$ cat src/rtl/player1_ctl.sv
// Player-1 per-frame motion/animation controller: walk, clamp-or-wrap at the
// screen edges, and a fixed-height jump. Define PLAYER1_CTL_WRAP_EN to wrap x instead of clamping.
package state_pkg;
  typedef enum logic [2:0] {IDLE, RIGHT1, RIGHT2, LEFT1, LEFT2} State;
endpackage

module player1_ctl #(
  parameter int X_START     = 100,
  parameter int X_MIN       = 0,
  parameter int X_MAX       = 984,
  parameter int STEP        = 4,
  parameter int Y_BASE      = 100,
  parameter int JUMP_H      = 96,
  parameter int JUMP_STEP   = 4,
  parameter int ANIM_FRAMES = 8
) (
  input  logic           clk,
  input  logic           rst,
  input  logic           frame_tick,
  input  logic           btn_left,
  input  logic           btn_right,
  input  logic           btn_jump,
  output logic [11:0]    xpos_player1,
  output logic [11:0]    ypos_player1,
  output state_pkg::State state,
  output logic           in_air
);
  import state_pkg::*;

  typedef enum logic [1:0] {GROUND, RISE, FALL} jump_t;
  typedef enum logic [1:0] {DIR_NONE, DIR_R, DIR_L} dir_t;

  localparam logic [12:0] X_MIN13  = 13'(X_MIN);
  localparam logic [12:0] X_MAX13  = 13'(X_MAX);
  localparam logic [12:0] STEP13   = 13'(STEP);
  localparam logic [11:0] X_START12 = 12'(X_START);
  localparam logic [11:0] Y_BASE12 = 12'(Y_BASE);
  localparam logic [11:0] JS12     = 12'(JUMP_STEP);
  localparam logic [7:0]  JS8      = 8'(JUMP_STEP);
  localparam logic [7:0]  JH8      = 8'(JUMP_H);
  localparam logic [7:0]  ANIM_LAST = 8'(ANIM_FRAMES - 1);

  logic [11:0] x_q, x_d, y_q, y_d;
  logic [7:0]  h_q, h_d, cnt_q, cnt_d;
  logic        phase_q, phase_d;
  dir_t        dir_q, dir_d;
  jump_t       jst_q, jst_d;
  State        state_q, state_d;
  logic [12:0] x13;

  assign x13 = {1'b0, x_q};

  always_comb begin
    x_d     = x_q;
    y_d     = y_q;
    h_d     = h_q;
    cnt_d   = cnt_q;
    phase_d = phase_q;
    jst_d   = jst_q;
    state_d = IDLE;
    dir_d   = DIR_NONE;
    if (btn_right && !btn_left) dir_d = DIR_R;
    else if (btn_left && !btn_right) dir_d = DIR_L;

    case (dir_d)
      DIR_R: begin
`ifdef PLAYER1_CTL_WRAP_EN
        if (x13 + STEP13 > X_MAX13) x_d = X_MIN13[11:0];
`else
        if (x13 + STEP13 > X_MAX13) x_d = X_MAX13[11:0];
`endif
        else x_d = 12'(x13 + STEP13);
      end
      DIR_L: begin
`ifdef PLAYER1_CTL_WRAP_EN
        if (x13 < X_MIN13 + STEP13) x_d = X_MAX13[11:0];
`else
        if (x13 < X_MIN13 + STEP13) x_d = X_MIN13[11:0];
`endif
        else x_d = 12'(x13 - STEP13);
      end
      default: x_d = x_q;
    endcase

    // A new (or no) direction restarts the walk cycle at phase 0.
    if (dir_d == DIR_NONE || dir_d != dir_q) begin
      cnt_d   = 8'd0;
      phase_d = 1'b0;
    end else if (cnt_q == ANIM_LAST) begin
      cnt_d   = 8'd0;
      phase_d = ~phase_q;
    end else begin
      cnt_d = cnt_q + 8'd1;
    end

    case (dir_d)
      DIR_R:   state_d = phase_d ? RIGHT2 : RIGHT1;
      DIR_L:   state_d = phase_d ? LEFT2 : LEFT1;
      default: state_d = IDLE;
    endcase

    // The triggering tick is already the first rising step.
    case (jst_q)
      GROUND: if (btn_jump) begin
        y_d   = y_q - JS12;
        h_d   = JS8;
        jst_d = (JS8 >= JH8) ? FALL : RISE;
      end
      RISE: begin
        y_d = y_q - JS12;
        h_d = h_q + JS8;
        if (h_q + JS8 == JH8) jst_d = FALL;
      end
      FALL: begin
        y_d = y_q + JS12;
        h_d = h_q - JS8;
        if (h_q - JS8 == 8'd0) begin
          jst_d = GROUND;
          y_d   = Y_BASE12;
        end
      end
      default: jst_d = GROUND;
    endcase
  end

  always_ff @(posedge clk) begin
    if (rst) begin
      x_q     <= X_START12;
      y_q     <= Y_BASE12;
      h_q     <= 8'd0;
      cnt_q   <= 8'd0;
      phase_q <= 1'b0;
      dir_q   <= DIR_NONE;
      jst_q   <= GROUND;
      state_q <= IDLE;
    end else if (frame_tick) begin
      x_q     <= x_d;
      y_q     <= y_d;
      h_q     <= h_d;
      cnt_q   <= cnt_d;
      phase_q <= phase_d;
      dir_q   <= dir_d;
      jst_q   <= jst_d;
      state_q <= state_d;
    end
  end

  assign xpos_player1 = x_q;
  assign ypos_player1 = y_q;
  assign state        = state_q;
  assign in_air       = (jst_q != GROUND);
endmodule
$ cat config.mk
export PLATFORM = sky130hd
export DESIGN_NAME = player1_ctl
export DESIGN_NICKNAME = d
export VERILOG_FILES = /design/src/rtl/player1_ctl.sv
export SDC_FILE = /design/constraint.sdc
export NUM_CORES = 1
export LEC_CHECK = 0
export ABC_AREA = 1
export BUFFER_PORTS_ARGS = -buffer_cell sky130_fd_sc_hd__buf_2
export CORE_AREA = 3 3 90 92
export DETAILED_ROUTE_END_ITERATION = 8
export DIE_AREA = 0 0 93 95
export PLACE_DENSITY = 0.7
export SKIP_LAST_GASP = 1
export SYNTH_ARGS = -nofsm -noshare
export SYNTH_HDL_FRONTEND = slang
export SYNTH_SLANG_ARGS = --single-unit
$ cat constraint.sdc
create_clock -name clk -period 4 [get_ports clk]
set_input_delay 0.8 -clock clk [delete_from_list [all_inputs] [get_ports clk]]
set_output_delay 0.8 -clock clk [all_outputs]
set_load 0.01 [all_outputs]
## Yosys cells after proc, flatten, opt, wreduce, memory -nomap -nowiden

Cells that the tools add are included.

| cells by class | value |
|---|---|
| $add $sub $neg | 7 |
| order comparisons | 2 |
| eq/ne operators | 10 |
| multiplexer cells | 21 |
| bitwise logic cells | 1 |
| reduce and logical (&&, ||, !) cells | 14 |

Operator list:

| cell | count |
|---|---|
| 12-bit two-way mux | 4 |
| 12-bit one-hot mux with 3 select lines | 1 |
| 8-bit two-way mux | 3 |
| 12-bit one-hot mux with 2 select lines | 1 |
| 8-bit one-hot mux with 3 select lines | 1 |
| 12-bit by 3-bit subtractor with 12-bit output (second input constant) | 2 |
| 12-bit by 3-bit adder with 13-bit output (second input constant) | 1 |
| 13-bit by 10-bit > comparator with 1-bit output (second input constant) | 1 |
| 12-bit by 3-bit adder with 12-bit output (second input constant) | 1 |
| 12-bit by 3-bit < comparator with 1-bit output (second input constant) | 1 |
| 2-bit two-way mux | 6 |
| 8-bit by 1-bit adder with 8-bit output (second input constant) | 1 |
| 8-bit by 3-bit adder with 8-bit output (second input constant) | 1 |
| 8-bit by 3-bit == test with 1-bit output (second input constant) | 1 |
| 8-bit by 7-bit == test with 1-bit output (second input constant) | 1 |
| 8-bit zero test | 1 |
| 8-bit by 3-bit subtractor with 8-bit output (second input constant) | 1 |
| 2-bit inequality test (second input constant) | 3 |
| 2-bit one-hot mux with 3 select lines | 1 |
| 3-bit one-hot mux with 2 select lines | 1 |
| 2-bit by 1-bit == test with 1-bit output (second input constant) | 2 |
| 2-bit == test (second input constant) | 2 |
| 2-bit zero test | 2 |
| 4-bit AND reduction | 1 |
| other kinds (11) | 15 |

| storage, ports and cells | value |
|---|---|
| register bits | 48 |
| bits of input ports | 6 |
| output and inout port bits | 28 |
| logic and storage cells | 63 |

## Longest topological paths before layout

Gate-level depths: netlist of run 1.

| logic depth | value |
|---|---|
| depth in word-level cells | 9 |
| mapped depth | 13 |
| mapped depth without buffers | 13 |

## Worst setup path before layout of run 1

No wires, ideal clock.

| path | value |
|---|---|
| path type | input to register |
| start point | in btn_left |
| end point | reg cnt_q[7] |
| setup time | 0.131 ns |
| arrival time | 1.829 ns |
| path slack | 2.040 ns |
| stages | 9 |
| buffers on the path | 0 |
| cells stage by stage | inv_1 -> ha_1 -> or2_0 -> nand2_1 -> nor2_1 -> nand2_1 -> inv_1 -> o21ai_1 -> nor2_1 |

| between the ends | value |
|---|---|
| longest elaborated chain between the ends | 6 |
| elaborated cells between the ends (all ways) | 9 |
| classes of those cells | eq/ne (1); mux (3); reduce/logical (5) |

Ends and longest elaborated chain:

| what | line | text |
|---|---|---|
| from (decl) | 20 | `input logic btn_left,` |
| 1-bit zero test (*) | 62 | `if (btn_right && !btn_left) dir_d = DIR_R;` |
| 1-bit logical AND (*) | 62 |  |
| 2-bit two-way mux (*) | 62 |  |
| net dir_d[0] | 46 | `dir_t dir_q, dir_d;` |
| 2-bit inequality test / 2-bit zero test (equally long branches) | 86 | `if (dir_d == DIR_NONE \|\| dir_d != dir_q) begin` |
| 1-bit logical OR (*) | 86 |  |
| 8-bit two-way mux (*) | 86 |  |
| to (signal assigned) | 140 | `cnt_q <= cnt_d;` |
| to (decl) | 44 | `logic [7:0] h_q, h_d, cnt_q, cnt_d;` |

Mark *: on every way through the listed nets, which the timed path passes. The rest lies on a longest branch.
A chain may end at the register's enable or synchronous reset.

## Worst setup path in the final report of run 1

| path | value |
|---|---|
| start point | in btn_left |
| end point | reg x_q[10] (netlist: xpos_player1[10]) |

| between the ends | value |
|---|---|
| longest elaborated chain between the ends | 6 |
| elaborated cells between the ends (all ways) | 10 |
| classes of those cells | eq/ne (2); mux (3); reduce/logical (5) |

Ends and longest elaborated chain:

| what | line | text |
|---|---|---|
| 1-bit logical AND / 1-bit zero test (equally long branches) | 63, 62 |  |
| 2-bit two-way mux / 1-bit logical AND (equally long branches) | 63, 62 |  |
| 2-bit two-way mux (*) | 62 |  |
| 2-bit == test / 2-bit by 1-bit == test with 1-bit output (equally long branches) | 65 | `case (dir_d)` |
| 2-bit nonzero test (no line) | -- |  |
| 2-bit AND reduction (no line) | -- |  |
| to (signal assigned) | 128 | `x_q <= X_START12;` |
| to (signal assigned) | 137 | `x_q <= x_d;` |
| to (decl) | 43 | `logic [11:0] x_q, x_d, y_q, y_d;` |

Every way passes the cells marked *; elsewhere a longest branch is shown, timed or not.

==> results of run 1 <==
==> worst max-delay path, stage by stage <==
cell    delay, ps
buf_2          90
inv_1          40
ha_1          310
nor2_2        410
inv_2         180
nor4_1        330
xor2_1        180
nor2_1         50
==> area by class of cell <==
class / count / area, um2 / area share, %
clock buffers: 5 / 68.82 / 2.065
clock inverters: 3 / 21.27 / 0.6384
inverters: 62 / 232.7 / 6.985
multi-input cells: 349 / 1899 / 57.00
flip-flops and latches: 42 / 840.8 / 25.23
well taps: 99 / 123.9 / 3.718
repair buffers: 29 / 145.1 / 4.356
==> power by group through the flow <==
stage / combinational (mW) / clock [mW] / sequential (mW)
floorplan: 0.264 / 0 / 0.504
global placement: 0.328 / 0 / 0.509
detailed placement: 0.335 / 0 / 0.511
CTS: 0.336 / 0.289 / 0.501
global route: 0.383 / 0.305 / 0.508
finish: 0.336 / 0.277 / 0.502
==> flip-flops by register name, indices dropped and copies added, names as in the netlist <==
signal        flops
jst_q             2
ypos_player1     10
cnt_q             8
dir_q             2
h_q               6
state             3
phase_q           1
xpos_player1     10
==> worst max path at each step <==
| stage | from | to | slack [ps] | depth (start not counted) |
|---|---|---|---|---|
| 6_report | btn_left | xpos_player1[10]$_SDFFE_PP0P_ | 1810 | 8 |
| 5_1_grt | btn_left | xpos_player1[10]$_SDFFE_PP0P_ | 1660 | 8 |
| 4_1_cts | btn_left | xpos_player1[10]$_SDFFE_PP0P_ | 1840 | 8 |
| 3_5_place_dp | btn_left | xpos_player1[10]$_SDFFE_PP0P_ | 1520 | 8 |
| 3_3_place_gp | btn_left | xpos_player1[10]$_SDFFE_PP0P_ | 1550 | 8 |
| 2_1_floorplan | btn_left | cnt_q[7]$_SDFFE_PP0P_ | 2040 | 9 |
==> cells by family after synthesis <==
kind of cell | count (synthesis) | share of synthesized area, %
AO/OA/AOI/OAI | 87 | 15.67
XOR/XNOR | 19 | 5.644
adder cells (fa/ha/maj) | 15 | 6.090
buffers and inverters | 80 | 11.45
flip-flops | 42 | 27.28
other | 1 | 0.1217
AND/OR/NAND/NOR | 224 | 33.74
==> synth_stat cells (5+ instances only) <==
| cell type | n | share of area, % |
|---|---|---|
| nand2_1 | 100 | 12 |
| nor2_1 | 55 | 6.7 |
| inv_1 | 51 | 6.2 |
| dfxtp_1 | 42 | 27 |
| a21oi_1 | 40 | 6.5 |
| nand3_1 | 23 | 3.7 |
| o21ai_0 | 20 | 3.2 |
| ha_1 | 15 | 6.1 |
| xor2_1 | 15 | 4.3 |
| nand4_1 | 13 | 2.6 |
| inv_2 | 10 | 1.2 |
| o21ai_1 | 8 | 1.3 |
| buf_2 | 6 | 0.97 |
| buf_4 | 6 | 1.5 |
| nand3_2 | 6 | 1.9 |
| nor2_2 | 6 | 1.2 |
| nor3_1 | 6 | 0.97 |
| a211oi_1 | 5 | 1.2 |
==> metal layers <==
layer  track usage, %  up-vias
li1                 -     1553
met1            20.79     1364
met2            30.71       58
met3            2.390       11
met4            5.739        0
met5                0        -
==> results.json, run 1 <==
{
  "power.density_mw_per_mm2": 334.6,
  "status": "finished clean",
  "place_worst_setup_slack_ps": 1518,
  "min_path_cells": 2,
  "dieArea_mm2": 0.008835,
  "fin_cells": 589,
  "finalCritPeriodShare_pct": 54.69,
  "fillers": 791,
  "grt_pass1_vias": 2885,
  "power.share.sequential_pct": 45.0,
  "fin_crit_ps": 2188,
  "wl_met3_um": 216,
  "required_ps": 4200,
  "num_vias": 2986,
  "grt_pass1_wl_mm": 12.50,
  "clock-sinks": 42,
  "critPathArrivalTime_ps": 2380,
  "ant_nets": 0,
  "io_buffers": 29,
  "slew_headroom_pct": 57.74,
  "clockRootBuffer": "clkbuf_8",
  "highest_layer": "met4",
  "viasPerCell": 5.070,
  "drc": 0,
  "area_growth_pct": 8.120,
  "skew_ps": 7.898,
  "syn_area_mm2": 0.003082,
  "post-route-cell-area_mm2": 0.003332,
  "cp_max_fo": 11,
  "initial_core_util_pct": 42.26,
  "power.switching_mw": 0.4230,
  "hold_class": "reg -> reg",
  "hold_viol": 0,
  "rsz0062_at_grt": "no",
  "clk_pin_slew_ps": 90,
  "dieWidth_um": 93,
  "setup_viol": 0,
  "synth_cell_types": 41,
  "hpwl_mm": 5.319,
  "hold_end": "state[0]$_SDFFE_PP0P_",
  "synth_warnings": 0,
  "drive_gt1_share_pct": 15.31,
  "max_clock_freq_mhz": 457.1,
  "grt_max_degree": 22,
  "clock_latency_ps": 290,
  "clkPwrFrac_pct": 24.9,
  "worstMarginPinSlew_ps": 634.0,
  "dp_cells": 581,
  "cts_buffers": 5,
  "post_dp_cell_area_mm2": 0.003242,
  "power.total_mw": 1.115,
  "pin_count": 34,
  "slew_violations": 0,
  "comb_power_share_pct": 30.2,
  "htree_levels": 2,
  "r2r_end": "ypos_player1[9]$_SDFFE_PP0P_",
  "max_cap_violations": 0,
  "synth_edf_count": 0,
  "crit_path_end_kind": "flip-flop",
  "r2r_start": "jst_q[0]$_SDFFE_PP0P_",
  "antenna_found_initial": 0,
  "ir_drop_mv": 0.1596,
  "final.setup.tns_ps": 0,
  "critical_path_class": "in -> reg",
  "synth-main-ff-cell": "dfxtp_1",
  "met1Wirelength_mm": 3.337,
  "overflow": 0,
  "p_sw_share_pct": 37.94,
  "cts_tree": "yes",
  "async_reset_ff_share_pct": 0,
  "avgSynthCellArea_um2": 6.585,
  "syn_inst": 468,
  "setup_slack_ps": 1812,
  "cts.path.max_buffers": 2,
  "diodes": 0,
  "yosysSeqAreaShare_pct": 27.28,
  "min_from": "state[0]$_SDFFE_PP0P_",
  "rows": 31,
  "wire_per_inst_um": 12.03,
  "r2r_slack_ps": 1950,
  "die_y_um": 95,
  "dr.pass1.iters": 4,
  "post_cts_buffers": 0,
  "drt_wl_total_mm": 7.085,
  "synth_seq_cells": 42,
  "cp-start-kind": "primary input",
  "drt_first_iter_violations": 130,
  "wl_met2_mm": 3.422,
  "reg2reg_depth": 8,
  "intPower_mw": 0.6918,
  "gp_congestion": 0.9017,
  "layout_common_cells": "nand2_1, nor2_1, inv_1",
  "leakagePower_nw": 1.484,
  "ctsHoldBuffers": 0,
  "final_util_pct": 45.69,
  "track_usage_pct": 17.05,
  "core_mm2": 0.007292,
  "fin_nets": 510,
  "cts_resized": 0,
  "final_common_cell": "nand2_1",
  "whs_ps": 469.7
}
Power figures use the tool's default switching activity.
==> run 2: changes to the inputs <==
==> constraint.sdc (replaced) <==
create_clock -name clk -period 2.07 [get_ports clk]
set_input_delay 0.414 -clock clk [delete_from_list [all_inputs] [get_ports clk]]
set_output_delay 0.414 -clock clk [all_outputs]
set_load 0.01 [all_outputs]
==> results.json, run 2 (same netlist as run 1, synthesis figures left out) <==
{
  "drt_wl_total_mm": 7.123,
  "finalCritPeriodShare_pct": 87.68,
  "clk_pin_slew_ps": 80,
  "core_mm2": 0.007292,
  "fin_nets": 519,
  "viasPerCell": 5.095,
  "ant_nets": 0,
  "track_usage_pct": 17.09,
  "final.setup.tns_ps": 0,
  "fin_crit_ps": 1815,
  "cpPeakStageDelay_ps": 440,
  "status": "finished clean",
  "hpwl_mm": 5.366,
  "pin_count": 34,
  "power.density_mw_per_mm2": 640.5,
  "r2r_end": "ypos_player1[11]$_SDFFE_PP0P_",
  "cp_max_fo": 8,
  "worstSetupStartpoint": "h_q[2]$_SDFFE_PP0P_",
  "setup_viol": 0,
  "grt_max_degree": 21,
  "reg2reg_depth": 9,
  "r2r_slack_ps": 250,
  "area_growth_pct": 10.19,
  "num_vias": 3047,
  "drt_first_iter_violations": 195,
  "drc": 0,
  "dieArea_mm2": 0.008835,
  "max_clock_freq_mhz": 551.0,
  "leakagePower_nw": 1.530,
  "critPathArrivalTime_ps": 2010,
  "cpMaxStageDelayCell": "dfxtp_1",
  "slew_violations": 0,
  "clock_latency_ps": 300,
  "overflow": 0,
  "wire_per_inst_um": 11.91,
  "grt_pass1_wl_mm": 12.48,
  "htree_levels": 2,
  "cts_resized": 0,
  "cp-start-kind": "flip-flop",
  "diodes": 0,
  "clock-sinks": 42,
  "grt_pass1_vias": 2833,
  "drive_gt1_share_pct": 16.63,
  "hold_class": "in -> reg",
  "max_cap_violations": 0,
  "gp_congestion": 0.8833,
  "clockRootBuffer": "clkbuf_8",
  "antenna_found_initial": 0,
  "rows": 31,
  "cts_tree": "yes",
  "r2r_start": "h_q[2]$_SDFFE_PP0P_",
  "min_path_cells": 3,
  "rsz0062_at_grt": "no",
  "cts_buffers": 5,
  "dr.pass1.iters": 5,
  "layout_common_cells": "nand2_1, nor2_1, inv_1",
  "io_buffers": 29,
  "dieWidth_um": 93,
  "final_util_pct": 46.57,
  "hold_viol": 0,
  "post_cts_buffers": 0,
  "skew_ps": 4.878,
  "die_y_um": 95,
  "cp_cell_sequence": "inv_1, ha_1, xnor2_1, nand2_1, nor2_2, nand3_2, nand2_4, nor2_1, o21a_1",
  "ir_drop_mv": 0.4065,
  "cp-endpoint": "ypos_player1[11]$_SDFFE_PP0P_",
  "cts.path.max_buffers": 2,
  "critical_path_class": "reg -> reg",
  "ctsHoldBuffers": 0,
  "required_ps": 2270,
  "crit_path_end_kind": "flip-flop",
  "initial_core_util_pct": 42.26,
  "final_common_cell": "nand2_1"
}
-- run 2: cell count changes in the layout (fill, tap and decap cells not counted), sizes merged --
cell,before,now
buf,29,38
clkinvlp,1,0
clkbuf,5,6
-- run 2: how the worst min path moves through the flow --
stage	startpoint	end
after floorplan	dir_q[0]$_SDFFE_PP0P_	dir_q[0]$_SDFFE_PP0P_
after global placement	state[0]$_SDFFE_PP0P_	state[0]$_SDFFE_PP0P_
after detailed placement	dir_q[0]$_SDFFE_PP0P_	dir_q[0]$_SDFFE_PP0P_
after CTS	rst	ypos_player1[2]$_SDFFE_PP1P_
after global routing	rst	ypos_player1[2]$_SDFFE_PP1P_
final	rst	ypos_player1[2]$_SDFFE_PP1P_
-- run 2: critical path: cells and delay by family (launching register included) --
kind            cells  cell delay, ps
compound gates      1             160
xor+xnor            1             190
fa+ha+maj           1             250
buf+inv             1             140
flops               1             440
simple gates        5             540
-- run 2: routing by layer --
metal	GRT usage, %	vias to the layer above	routed length (um)
li1	-	1565	-
met1	22.34	1407	3399
met2	28.01	63	3311
met3	2.629	12	276
met4	7.326	0	135
met5	0	-	0
-- run 2: final cells by class --
| class | count | area, um2 |
|---|---|---|
| clock buffers | 6 | 72.57 |
| well taps | 99 | 123.9 |
| inverters | 62 | 232.7 |
| multi-input cells | 349 | 1899 |
| fillers | 771 | 3896 |
| flip-flops and latches | 42 | 840.8 |
| clock inverters | 2 | 13.76 |
| repair buffers | 38 | 212.7 |
-- run 2: metrics by stage --
step           area (um2)  hold WS, ps  worst slack [ps]  std cells  total power, mW
3_5_place_dp         3309        461.1             259.2        590            1.662
2_1_floorplan        3093        441.1             452.2        471            1.484
5_1_grt              3396        470.3             42.68        598            2.342
6_report             3396        447.3             255.0        598            2.175
4_1_cts              3396        445.1             248.0        598            2.195
3_3_place_gp         3309        453.6             292.3        590            1.651
-- run 2: power breakdown --
| part | switching (mW) | internal, mW |
|---|---|---|
| combinational | 0.423 | 0.256 |
| clock | 0.289 | 0.238 |
| sequential | 0.100 | 0.868 |
| total | 0.813 | 1.36 |
